`src/rtl/rv_alu_pkg.sv`:
```
// Shared types for the RV32I execute pipeline: ALU op encoding, result-source
// one-hot, funct3 constants and the per-stage register layouts.
package rv_alu_pkg;
  localparam int DW = 32;

  typedef enum logic [3:0] {
    ALU_ADD  = 4'd0,
    ALU_SUB  = 4'd1,
    ALU_SLL  = 4'd2,
    ALU_SLT  = 4'd3,
    ALU_SLTU = 4'd4,
    ALU_XOR  = 4'd5,
    ALU_SRL  = 4'd6,
    ALU_SRA  = 4'd7,
    ALU_OR   = 4'd8,
    ALU_AND  = 4'd9
  } alu_op_e;

  typedef struct packed {
    logic pc_p4;
    logic mem;
    logic alu;
  } res_src_t;

  localparam logic [2:0] F3_BEQ  = 3'b000;
  localparam logic [2:0] F3_BNE  = 3'b001;
  localparam logic [2:0] F3_BLT  = 3'b100;
  localparam logic [2:0] F3_BGE  = 3'b101;
  localparam logic [2:0] F3_BLTU = 3'b110;
  localparam logic [2:0] F3_BGEU = 3'b111;

  localparam logic [1:0] W_BYTE = 2'b00;
  localparam logic [1:0] W_HALF = 2'b01;

  typedef struct packed {
    logic [DW-1:0] pc;
    logic          compressed;
    logic [4:0]    rd;
    logic [DW-1:0] imm;
    logic [2:0]    funct3;
    logic [3:0]    alu_op;
    logic          branch;
    logic          jump;
    logic          jalr;
    logic          store;
    logic          reg_write;
    res_src_t      res_src;
    logic [DW-1:0] op1;
    logic [DW-1:0] op2;
    logic [DW-1:0] rs1;
    logic [DW-1:0] rs2;
  } s1_t;

  typedef struct packed {
    logic [DW-1:0] pc;
    logic          compressed;
    logic [4:0]    rd;
    logic [2:0]    funct3;
    logic          branch;
    logic          jump;
    logic          store;
    logic          reg_write;
    res_src_t      res_src;
    logic [DW-1:0] alu_result;
    logic [DW-1:0] add;
    logic [DW-1:0] target;
    logic          cond;
    logic [DW-1:0] rs2;
  } s2_t;

  typedef struct packed {
    logic [DW-1:0] alu_result;
    logic [DW-1:0] add;
    logic [DW-1:0] pc_target;
    logic          pc_select;
    logic [DW-1:0] wdata;
    logic [3:0]    wsel;
    logic [DW-1:0] pc;
    logic [2:0]    funct3;
    logic [4:0]    rd;
    logic          reg_write;
    res_src_t      res_src;
    logic          store;
    logic          compressed;
  } s3_t;
endpackage

```
`src/rtl/rv_alu_core.sv`:
```
// Combinational RV32I integer ALU; unknown op codes fall back to ADD.
module rv_alu_core
  import rv_alu_pkg::*;
(
  input  logic [DW-1:0] i_op1,
  input  logic [DW-1:0] i_op2,
  input  logic [3:0]    i_alu_op,
  output logic [DW-1:0] o_result
);
  logic [4:0] shamt;
  assign shamt = i_op2[4:0];

  always_comb begin
    o_result = i_op1 + i_op2;
    case (i_alu_op)
      ALU_SUB:  o_result = i_op1 - i_op2;
      ALU_SLL:  o_result = i_op1 << shamt;
      ALU_SLT:  o_result = {{(DW-1){1'b0}}, $signed(i_op1) < $signed(i_op2)};
      ALU_SLTU: o_result = {{(DW-1){1'b0}}, i_op1 < i_op2};
      ALU_XOR:  o_result = i_op1 ^ i_op2;
      ALU_SRL:  o_result = i_op1 >> shamt;
      ALU_SRA:  o_result = $signed(i_op1) >>> shamt;
      ALU_OR:   o_result = i_op1 | i_op2;
      ALU_AND:  o_result = i_op1 & i_op2;
      default:  o_result = i_op1 + i_op2;
    endcase
  end
endmodule

```
`src/rtl/rv_alu_pipe.sv`:
```
// Three-stage RV32I execute pipeline: operand select, ALU/compare/address,
// then redirect resolution and Wishbone store-lane alignment.
module rv_alu_pipe
  import rv_alu_pkg::*;
#(
  parameter int XLEN = 32
) (
  input  logic            i_clk,
  input  logic            i_reset,
  input  logic [XLEN-1:0] i_pc,
  input  logic            i_compressed,
  input  logic [4:0]      i_rd,
  input  logic [XLEN-1:0] i_imm,
  input  logic [2:0]      i_funct3,
  input  logic [3:0]      i_alu_op,
  input  logic            i_op1_pc,
  input  logic            i_op1_zero,
  input  logic            i_op2_imm,
  input  logic            i_branch,
  input  logic            i_jump,
  input  logic            i_jalr,
  input  logic            i_store,
  input  logic            i_reg_write,
  input  logic [2:0]      i_res_src,
  input  logic [XLEN-1:0] i_reg1_data,
  input  logic [XLEN-1:0] i_reg2_data,
  output logic [XLEN-1:0] o_alu_result,
  output logic [XLEN-1:0] o_add,
  output logic [XLEN-1:0] o_pc_target,
  output logic            o_pc_select,
  output logic [XLEN-1:0] o_wdata,
  output logic [3:0]      o_wsel,
  output logic [XLEN-1:0] o_pc,
  output logic [2:0]      o_funct3,
  output logic [4:0]      o_rd,
  output logic            o_reg_write,
  output logic [2:0]      o_res_src,
  output logic            o_store,
  output logic            o_compressed
);
  s1_t s1_d, s1_q;
  s2_t s2_d, s2_q;
  s3_t s3_d, s3_q;
  logic [DW-1:0] alu_res;
  logic [DW-1:0] rs1_imm;

  always_comb begin
    s1_d            = '0;
    s1_d.pc         = i_pc;
    s1_d.compressed = i_compressed;
    s1_d.rd         = i_rd;
    s1_d.imm        = i_imm;
    s1_d.funct3     = i_funct3;
    s1_d.alu_op     = i_alu_op;
    s1_d.branch     = i_branch;
    s1_d.jump       = i_jump;
    s1_d.jalr       = i_jalr;
    s1_d.store      = i_store;
    s1_d.reg_write  = i_reg_write;
    s1_d.res_src    = res_src_t'(i_res_src);
    s1_d.op1        = i_op1_pc ? i_pc : (i_op1_zero ? '0 : i_reg1_data);
    s1_d.op2        = i_op2_imm ? i_imm : i_reg2_data;
    s1_d.rs1        = i_reg1_data;
    s1_d.rs2        = i_reg2_data;
  end

  rv_alu_core u_core (
    .i_op1    (s1_q.op1),
    .i_op2    (s1_q.op2),
    .i_alu_op (s1_q.alu_op),
    .o_result (alu_res)
  );

  assign rs1_imm = s1_q.rs1 + s1_q.imm;

  always_comb begin
    s2_d            = '0;
    s2_d.pc         = s1_q.pc;
    s2_d.compressed = s1_q.compressed;
    s2_d.rd         = s1_q.rd;
    s2_d.funct3     = s1_q.funct3;
    s2_d.branch     = s1_q.branch;
    s2_d.jump       = s1_q.jump;
    s2_d.store      = s1_q.store;
    s2_d.reg_write  = s1_q.reg_write;
    s2_d.res_src    = s1_q.res_src;
    s2_d.alu_result = alu_res;
    s2_d.add        = rs1_imm;
    s2_d.rs2        = s1_q.rs2;
    // JALR clears bit 0 of the computed target
    s2_d.target     = s1_q.jalr ? {rs1_imm[DW-1:1], 1'b0} : s1_q.pc + s1_q.imm;
    case (s1_q.funct3)
      F3_BEQ:  s2_d.cond = s1_q.rs1 == s1_q.rs2;
      F3_BNE:  s2_d.cond = s1_q.rs1 != s1_q.rs2;
      F3_BLT:  s2_d.cond = $signed(s1_q.rs1) <  $signed(s1_q.rs2);
      F3_BGE:  s2_d.cond = $signed(s1_q.rs1) >= $signed(s1_q.rs2);
      F3_BLTU: s2_d.cond = s1_q.rs1 <  s1_q.rs2;
      F3_BGEU: s2_d.cond = s1_q.rs1 >= s1_q.rs2;
      default: s2_d.cond = 1'b0;
    endcase
  end

  always_comb begin
    s3_d            = '0;
    s3_d.alu_result = s2_q.alu_result;
    s3_d.add        = s2_q.add;
    s3_d.pc_target  = s2_q.target;
    s3_d.pc_select  = s2_q.jump | (s2_q.branch & s2_q.cond);
    s3_d.pc         = s2_q.pc;
    s3_d.funct3     = s2_q.funct3;
    s3_d.rd         = s2_q.rd;
    s3_d.reg_write  = s2_q.reg_write;
    s3_d.res_src    = s2_q.res_src;
    s3_d.store      = s2_q.store;
    s3_d.compressed = s2_q.compressed;
    case (s2_q.funct3[1:0])
      W_BYTE: begin
        s3_d.wdata = {4{s2_q.rs2[7:0]}};
        s3_d.wsel  = 4'b0001 << s2_q.add[1:0];
      end
      W_HALF: begin
        s3_d.wdata = {2{s2_q.rs2[15:0]}};
        s3_d.wsel  = 4'b0011 << {s2_q.add[1], 1'b0};
      end
      default: begin
        s3_d.wdata = s2_q.rs2;
        s3_d.wsel  = 4'b1111;
      end
    endcase
  end

  always_ff @(posedge i_clk) begin
    if (i_reset) begin
      s1_q <= '0;
      s2_q <= '0;
      s3_q <= '0;
    end else begin
      s1_q <= s1_d;
      s2_q <= s2_d;
      s3_q <= s3_d;
    end
  end

  assign o_alu_result = s3_q.alu_result;
  assign o_add        = s3_q.add;
  assign o_pc_target  = s3_q.pc_target;
  assign o_pc_select  = s3_q.pc_select;
  assign o_wdata      = s3_q.wdata;
  assign o_wsel       = s3_q.wsel;
  assign o_pc         = s3_q.pc;
  assign o_funct3     = s3_q.funct3;
  assign o_rd         = s3_q.rd;
  assign o_reg_write  = s3_q.reg_write;
  assign o_res_src    = s3_q.res_src;
  assign o_store      = s3_q.store;
  assign o_compressed = s3_q.compressed;
endmodule

```
`config.mk`:
```
export PLATFORM = sky130hd
export DESIGN_NAME = rv_alu_pipe
export DESIGN_NICKNAME = d
export VERILOG_FILES = /design/src/rtl/rv_alu_pkg.sv /design/src/rtl/rv_alu_core.sv /design/src/rtl/rv_alu_pipe.sv
export SDC_FILE = /design/constraint.sdc
export NUM_CORES = 1
export LEC_CHECK = 0
export ABC_AREA = 0
export BUFFER_PORTS_ARGS = -buffer_cell sky130_fd_sc_hd__buf_2
export CORE_MARGIN = 2
export CORE_UTILIZATION = 40
export DETAILED_ROUTE_END_ITERATION = 7
export PLACE_DENSITY_LB_ADDON = 0.3
export SLEW_MARGIN = 20
export SYNTH_ARGS = -nofsm -noshare
export SYNTH_HDL_FRONTEND = slang
export SYNTH_SLANG_ARGS = --single-unit
```
`constraint.sdc`:
```
create_clock -name i_clk -period 4.52 [get_ports i_clk]
set_input_delay 0.678 -clock i_clk [delete_from_list [all_inputs] [get_ports i_clk]]
set_output_delay 0.678 -clock i_clk [all_outputs]
set_load 0.1 [all_outputs]
```
# == Word-level counts from Yosys, hierarchy flattened ==
# Index checks and enable logic that the tools add are counted.
# W data, S select, Z words.
# word_totals
out_inout_bits,179
reg_bits,569
elab_cells,97
in_bits,154
# op_classes
addsub,4
reduce_logical,3
bitwise_logic,5
n_mux,7
n_lt_le_gt_ge,6
eq_ne,17
shift,5
# op_table
operator,count
$pmux W32 S9,1
$lt A32 B32 Y1,4
$mux W32,4
$add A32 B32 Y32,3
$pmux W36 S2,1
$ge A32 B32 Y1,2
$and A32 B32 Y32,1
$eq A32 B32 Y1,1
$ne A32 B32 Y1,1
$or A32 B32 Y32,1
$shl A32 B5 Y32,1
$shr A32 B5 Y32,1
$sshr A32 B5 Y32,1
$sub A32 B32 Y32,1
$xor A32 B32 Y32,1
$eq A4 B3 Y1 const B,4
$eq A3 B3 Y1 const B,4
$eq A4 B2 Y1 const B,2
$eq A4 B4 Y1 const B,2
$pmux W1 S6,1
$eq A4 B1 Y1 const B,1
$shl A1 B2 Y4 const A,1
$shl A2 B2 Y4 const A,1
$eq A3 B1 Y1 const B,1
6 further kinds,6

# == Longest topological paths before layout ==
# Gate-level depths: netlist of run 1.
# logic_depth
word_depth,2
depth_mapped,16
ltp_nobuf,14

# == Hierarchy ==
# A second synthesis of run 1 with hierarchy kept.
# hier_totals
hier_cells,3244
area_unflattened_um2,28940.3
# by_module_without_submodules
module,instances,cells_per_inst,seq_area_each_um2,area_each_um2
rv_alu_pipe,1,1962,11390.9,20310.7
rv_alu_core,1,1282,0.0,8629.5

# == Least setup slack after synthesis of run 1 ==
# Ideal clock, no wire load.
# synth_timing
path_type,reg2reg
startpoint,register s1_q[66] (netlist name)
endpoint,register s2_q[127] (netlist name)
path_stages_with_launch,17
period_less_slack_ps,3442
setup_slack_ps,1078
setup_time_ps,86
required_time_ps,4434
n_path_buf,4
arrival_ps,3356
cell_sequence,dfxtp_1 -> buf_2 -> inv_2 -> buf_2 -> buf_1 -> ha_1 -> buf_2 -> nor2b_1 -> o211ai_1 -> a21bo_4 -> o211ai_1 -> a21oi_2 -> a2111oi_4 -> a211oi_2 -> xor2_1 -> nand2_1 -> a221oi_2
# synth_via
elab_chain_len,2
elab_cells_between_ends,6
cone_classes,2 x add/sub; 3 x shift; 1 x mux
# synth_lines
element,line,rtl
"start, declared",rv_alu_pipe.sv:41,"s1_t s1_d, s1_q;"
"start signal, assigned",rv_alu_pipe.sv:134,s1_q <= '0;
"start signal, assigned",rv_alu_pipe.sv:138,s1_q <= s1_d;
$add A32 B32 Y32 (tied with other cells),rv_alu_core.sv:25,default: o_result = i_op1 + i_op2;
$pmux W32 S9 *,rv_alu_core.sv:15,case (i_alu_op)
"end signal, assigned",rv_alu_pipe.sv:135,s2_q <= '0;
"end signal, assigned",rv_alu_pipe.sv:139,s2_q <= s2_d;
"end, declared",rv_alu_pipe.sv:42,"s2_t s2_d, s2_q;"
# Every way passes the cells marked *; elsewhere a longest branch is shown, timed or not.
# A chain may end at the register's enable or synchronous reset.

# == Worst setup path after layout of run 1 ==
# layout_timing
startpoint,register s1_q[64] (netlist name)
endpoint,register s2_q[127] (netlist name)
# The elaborated chain is that of the path after synthesis.

==> impl_metrics.ini, run 1 <==
[job]
cap_violations = 0

[outcome]
status = complete, no violations

[die]
dieArea_um2 = 72140
core_area_um2 = 69660
start_util_pct = 40.20
row_count = 97
fp.dieH_um = 268.6
io_pins = 333
die_w_um = 268.6

[worst_setup_path]
worstPathArrival_ns = 4.20
crit_required_ns = 5.04
startpoint = s1_q[64]
critPathTopFamily = compound AO/OA/AOI/OAI gates
slowest_stage = dfxtp_4
reg2reg_depth = 13
cp.depth = 13
worstSetupStartpointType = flop
r2r_setup_slack_ns = 0.84
worstSetupPathType = reg2reg
crit_path_end_kind = flop
slowest_delay_ns = 0.63
crit_buf_inv = 1
r2r_start = s1_q[64]
r2r-end = s2_q[127]
crit_chain = ha_1 -> inv_1 -> fa_1 -> nor2b_1 -> o211ai_1 -> a21bo_4 -> o211ai_1 -> a21oi_2 -> a2111oi_4 -> a211oi_2 -> xor2_1 -> nand2_1 -> a221oi_2
cp_max_fo = 36
crit_end = s2_q[127]
crit_top_cell = o211ai_1

[cells_and_area]
instances_no_fill = 4415
final_common_cell = dfxtp_1
post_route_cells_drive_above_1_share_pct = 16.64
area_growth_pct = 17.31
fin_nets = 3770
final_cell_mix = dfxtp_1 (565), nor2b_1 (365), nor2_1 (339)

[min_path]
min-delay-path-class = in2reg

[yosys]
synth_seq_area_share_pct = 40.68
yosysUniqueCellTypes = 95
synth_nets = 3500
synth_flop_cell = dfxtp_1
ys_async_sr_fraction_pct = 0
synth_edf_count = 0
ys_ff_latch = 569
yosys_warnings = 0
syn_inst = 3151
syn_area_um2 = 28000
synth_area_per_cell_um2 = 8.887

[timing]
min_period_ns = 3.675
tightestPinTransition_ns = 0.9682
drv_slew = 0
post-route-period-util_pct = 81.31
timing.final.hold_violations = 0
slew_headroom_pct = 34.77
setup_viol_count_final = 0
rsz0062_at_grt = false
holdWs_ns = 0.2816
setup_slack_ns = 0.8447
max_freq_mhz = 272.1
finClkSkew_ns = 0.02419
setup_tns_ns = 0

[routing]
viasPerCell = 5.506
drt-total-wl_um = 97950
first_pass_iters = 6
drtIter0Drc = 2422
wl_per_cell_um = 22.19
drc_errors = 0
detail-route-antenna-nets = 0
route.vias.total = 24310

[power]
leakage_nw = 14.43
powerDensity_nw_per_um2 = 423.6
irDropWorstVdd_mv = 0.2779

[clocking]
clock_latency_ns = 0.62
htreeDepth = 3
cts_root_buf = clkbuf_16
post_cts_buffers = 0
cts.path.max_buffers = 3
cts_hold_buf = 0
numCtsBuffers = 66
cts_tree = done
cts_resized = 0
clk_pin_slew_ns = 0.06
cts.sinks = 569

[placement]
numPlacedInstances = 4293
port_buffers = 332
globalplace.congestion = 1.003
place_ws_ns = 0.8659
dp_hpwl_um = 74930

[grt]
grt.total_usage_pct = 26.26
overflow = 0
grt_pass1_wl_um = 142000
antenna_found_initial = 9
grt_start_max_net_pins = 102
first_global_vias = 22250
[logic make-up after synthesis]
logic type | share of synthesized area [%]
multiplexers | 5.961
flip-flops | 40.68
adder cells (fa/ha/maj) | 8.820
buffers and inverters | 4.732
XOR/XNOR | 2.252
AO/OA/AOI/OAI | 18.98
AND/OR/NAND/NOR | 18.57
[metal layers]
metal	track usage [%]	routed length, um	vias to the layer above
met3	6.110	8714	209
met5	0	38	-
met2	40.05	42840	1137
met1	35.67	42040	11480
li1	-	-	11480
met4	10.80	4312	6
[state kept, by name (all words and copies together), names as in the netlist]
name and count:
o_rd 5, o_pc_select 1, o_alu_result 32, o_res_src 3, o_reg_write 1, o_wdata 32, s1_q 213, o_store 1
o_pc_target 32, o_wsel 4, o_funct3 3, o_add 32, s2_q 177, o_compressed 1, o_pc 32
[layout make-up]
| type | instances | area (um^2) |
|---|---|---|
| fillers | 6828 | 36820 |
| multi-input cells | 2240 | 15300 |
| flip-flops and latches | 569 | 11400 |
| repair buffers | 382 | 2097 |
| clock buffers | 87 | 1874 |
| well taps | 940 | 1176 |
| inverters | 162 | 608.1 |
| clock inverters | 33 | 394.1 |
| diodes | 2 | 5.005 |
[report_power, final]
group | switching (mW) | total [mW] | internal [mW]
clock network | 2.27 | 5.58 | 3.31
logic | 1.95 | 2.80 | 0.858
registers | 0.199 | 5.53 | 5.33
total | 4.42 | 13.9 | 9.50
[per-stage QoR]
stage	total power, mW	utilization [%]	instance area (um^2)
2_1_floorplan	7.578	-	28000
3_3_place_gp	8.396	43.89	30580
3_5_place_dp	8.387	43.89	30580
4_1_cts	13.97	47.15	32840
5_1_grt	14.41	47.15	32840
6_report	13.91	47.15	32850
[synth_stat cells, types with 22 or more instances]
| cell | number | area share (%) |
|---|---|---|
| a211oi_1 | 29 | 0.78 |
| a21o_1 | 64 | 1.7 |
| a21oi_1 | 223 | 4.0 |
| a221oi_1 | 22 | 0.69 |
| a22o_1 | 36 | 1.1 |
| a31oi_1 | 29 | 0.65 |
| buf_1 | 25 | 0.34 |
| buf_2 | 24 | 0.43 |
| clkbuf_1 | 129 | 1.7 |
| dfxtp_1 | 569 | 41 |
| ha_1 | 191 | 8.5 |
| inv_1 | 156 | 2.1 |
| mux2i_1 | 97 | 3.5 |
| nand2_1 | 144 | 1.9 |
| nand3_1 | 43 | 0.77 |
| nor2_1 | 340 | 4.6 |
| nor2b_1 | 365 | 8.2 |
| nor3_1 | 25 | 0.45 |
| o211ai_1 | 31 | 0.83 |
| o21a_1 | 28 | 0.75 |
| o21ai_0 | 166 | 3.0 |
| o21bai_1 | 29 | 0.78 |
| o22ai_1 | 23 | 0.51 |
| xnor2_1 | 47 | 1.5 |
| xor2_1 | 25 | 0.78 |
[how the worst min path moves through the flow]
| stage | start | end | cells after the start |
|---|---|---|---|
| after floorplan | s2_q[134] | o_pc_select | 2 |
| after global placement | s2_q[143] | o_rd[4] | 1 |
| after detailed placement | s2_q[154] | o_pc[9] | 1 |
| after CTS | i_compressed | s1_q[180] | 2 |
| after global routing | i_rd[4] | s1_q[179] | 2 |
| final | i_reg_write | s1_q[131] | 2 |
(Power assumes the default switching activity.)
==> inputs of run 2 (changes only) <==
--- a/config.mk
+++ b/config.mk
@@ -5,7 +5,7 @@
 export SDC_FILE = /design/constraint.sdc
 export NUM_CORES = 1
 export LEC_CHECK = 0
-export ABC_AREA = 0
+export ABC_AREA = 1
 export BUFFER_PORTS_ARGS = -buffer_cell sky130_fd_sc_hd__buf_2
 export CORE_MARGIN = 2
 export CORE_UTILIZATION = 40
==> constraint.sdc (replaced) <==
create_clock -name i_clk -period 2.95 [get_ports i_clk]
set_input_delay 0.4425 -clock i_clk [delete_from_list [all_inputs] [get_ports i_clk]]
set_output_delay 0.4425 -clock i_clk [all_outputs]
set_load 0.1 [all_outputs]
==> impl_metrics.ini, run 2 <==
[clocking]
clock_latency_ns = 0.67
cts.path.max_buffers = 3
cts.sinks = 569
cts_tree = done
cts_root_buf = clkbuf_16
post_cts_buffers = 0
htreeDepth = 2
clk_pin_slew_ns = 0.07
numCtsBuffers = 60

[grt]
grt_start_max_net_pins = 139
grt_pass1_wl_um = 191400
overflow = 0
first_global_vias = 29710
grt.total_usage_pct = 32.99
antenna_found_initial = 6

[routing]
first_pass_iters = 7
drc_errors = 0
wl_per_cell_um = 22.17
route.vias.total = 31480
viasPerCell = 5.299
detail-route-antenna-nets = 0
drtIter0Drc = 3636
drt-total-wl_um = 131700

[yosys]
ys_ff_latch = 569
yosys_warnings = 0
yosysMostFrequentCell = nand2_1
yosysUniqueCellTypes = 57
synth_flop_cell = dfxtp_1
synthTopCellsByArea = dfxtp_1 (38%), nand2_1 (11%), inv_1 (8.8%), nor2_1 (8.7%), ha_1 (7.9%)
synth_top_area_cell = dfxtp_1
syn_inst = 4432
synthTopCellsByCount = nand2_1 (861), inv_1 (711), nor2_1 (703)
synth_edf_count = 0
synth_nets = 4781
netlist.area_leader.share_pct = 37.71
syn_area_um2 = 30210
synth_area_per_cell_um2 = 6.816
synth_seq_area_share_pct = 37.71
ys_async_sr_fraction_pct = 0

[power]
irDropWorstVdd_mv = 0.4943
netSwitchingFraction_pct = 34.24
pwr-share-comb_pct = 24.1
leakage_nw = 18.54
p_seq_share_pct = 38.9
finalPower_mw = 21.68
p_sw_mw = 7.421
internal-power_mw = 14.25
pwr-share-clk_pct = 37.0
powerDensity_nw_per_um2 = 592.7

[placement]
dp_hpwl_um = 108000
globalplace.congestion = 1.090
port_buffers = 332

[die]
row_count = 100
dieArea_um2 = 77740
core_area_um2 = 74570
fp.dieH_um = 278.8
start_util_pct = 40.51
io_pins = 333
die_w_um = 278.8

[timing]
setup_viol_count_final = 0
min_period_ns = 2.917
tightestPinTransition_ns = 0.7555
timing.final.hold_violations = 0
finClkSkew_ns = 0.05143
post-route-period-util_pct = 98.88
slew_headroom_pct = 49.64
max_freq_mhz = 342.8
drv_slew = 0
rsz0062_at_grt = false
setup_tns_ns = 0

[cells_and_area]
final_common_cell = nand2_1
regMostFlops = s1_q
reg_top3 = s1_q: 213 flops, s2_q: 177 flops
largest_register_ffs = 213
area_growth_pct = 21.07
post_route_cells_drive_above_1_share_pct = 14.77
fin_util_pct = 49.04
fin_nets = 5268
final_cell_mix = nand2_1 (861), inv_1 (709), nor2_1 (702)
fillers = 7638

[worst_setup_path]
slowest_delay_ns = 0.48
crit_required_ns = 3.48
slowest_stage = ha_1
crit_path_end_kind = flop
crit_chain = inv_1 -> ha_1 -> buf_4 -> nand2_1 -> nor2_1 -> inv_1 -> nor2_1 -> nand4_1 -> nand3_1 -> a21oi_1 -> nor2_1 -> nor2_1
critPathTopFamily = simple AND/OR/NAND/NOR gates
worstSetupPathType = reg2reg
worstPathArrival_ns = 3.44
crit_top_cell = nor2_1
cp_max_fo = 6
worstSetupStartpointType = flop
crit_buf_inv = 3

[outcome]
status = complete, no violations

[job]
cap_violations = 0

[min_path]
min-delay-path-class = in2reg
==> run 2: cell count changes after synthesis, moves of 97 or more <==
cell     change
nand2_1    +717
inv_1      +555
nand3_1    +310
nor2b_1    -364
nor2_1     +363
mux2i_1     -97
==> run 2: power groups by stage <==
stage          Clock [mW]  Sequential, mW  Combinational (mW)
6_report             8.01            8.44                5.23
5_1_grt              8.41            8.46                5.59
4_1_cts              8.13            8.43                5.11
3_5_place_dp            0            8.59                5.06
3_3_place_gp            0            8.60                5.08
2_1_floorplan           0            9.34                2.38
==> run 2: worst paths after layout <==
kind / slack (ns) / endpoint / startpoint / cells past startpoint
setup reg to reg: 0.03 / s2_q[117] / s1_q[113] / 12
hold / removal: 0.02 / s1_q[176] / i_rd[1] / 3
hold reg to reg: 0.40 / s2_q[140] / s1_q[176] / 2
setup / recovery: 0.03 / s2_q[117] / s1_q[113] / 12
==> run 2: cell families after synthesis <==
group | Yosys count | share of synthesized area (%)
fa+ha+maj | 195 | 8.176
simple gates | 2060 | 28.32
compound gates | 684 | 13.16
flops | 569 | 37.71
buf+inv | 891 | 11.68
xor+xnor | 33 | 0.9567
==> run 2: worst register-to-register path, stage by stage (launching register included) <==
cell	delay, ns
dfxtp_1	0.43
inv_1	0.08
ha_1	0.48
buf_4	0.26
nand2_1	0.14
nor2_1	0.16
inv_1	0.10
nor2_1	0.30
nand4_1	0.23
nand3_1	0.16
a21oi_1	0.07
nor2_1	0.30
nor2_1	0.09
==> run 2: metrics by stage <==
stage	instances	hold WS, ns	area, um^2	setup slack [ns]
global placement	5806	0.3891	34250	0.1134
global route	5938	0.02306	36570	0.002329
floorplan	4432	0.3883	30210	0.4505
detailed placement	5806	0.3920	34250	0.1538
finish	5940	0.02367	36570	0.03311
CTS	5938	0.0006846	36550	0.1113
==> run 2: layer usage <==
| metal | global-route usage, % | vias up | wire length (um) |
|---|---|---|---|
| li1 | - | 15040 | - |
| met1 | 44.62 | 14590 | 57060 |
| met2 | 50.45 | 1558 | 55640 |
| met3 | 6.895 | 286 | 12200 |
| met4 | 14.89 | 8 | 6663 |
| met5 | 0 | - | 99 |
==> run 2: timing repair <==
item,4_1_cts,5_1_grt
resized for setup,0,6
hold endpoints to repair,20,0
setup endpoints to repair,0,9
hold buffers,20,0
==> run 2: cell type report <==
class	instances	area, um^2	area share [%]
diodes	2	5.005	0.01368
clock buffers	77	1657	4.530
clock inverters	35	437.9	1.197
inverters	724	2721	7.441
multi-input cells	2972	15310	41.86
flip-flops and latches	569	11390	31.15
well taps	969	1212	3.315
repair buffers	592	3836	10.49
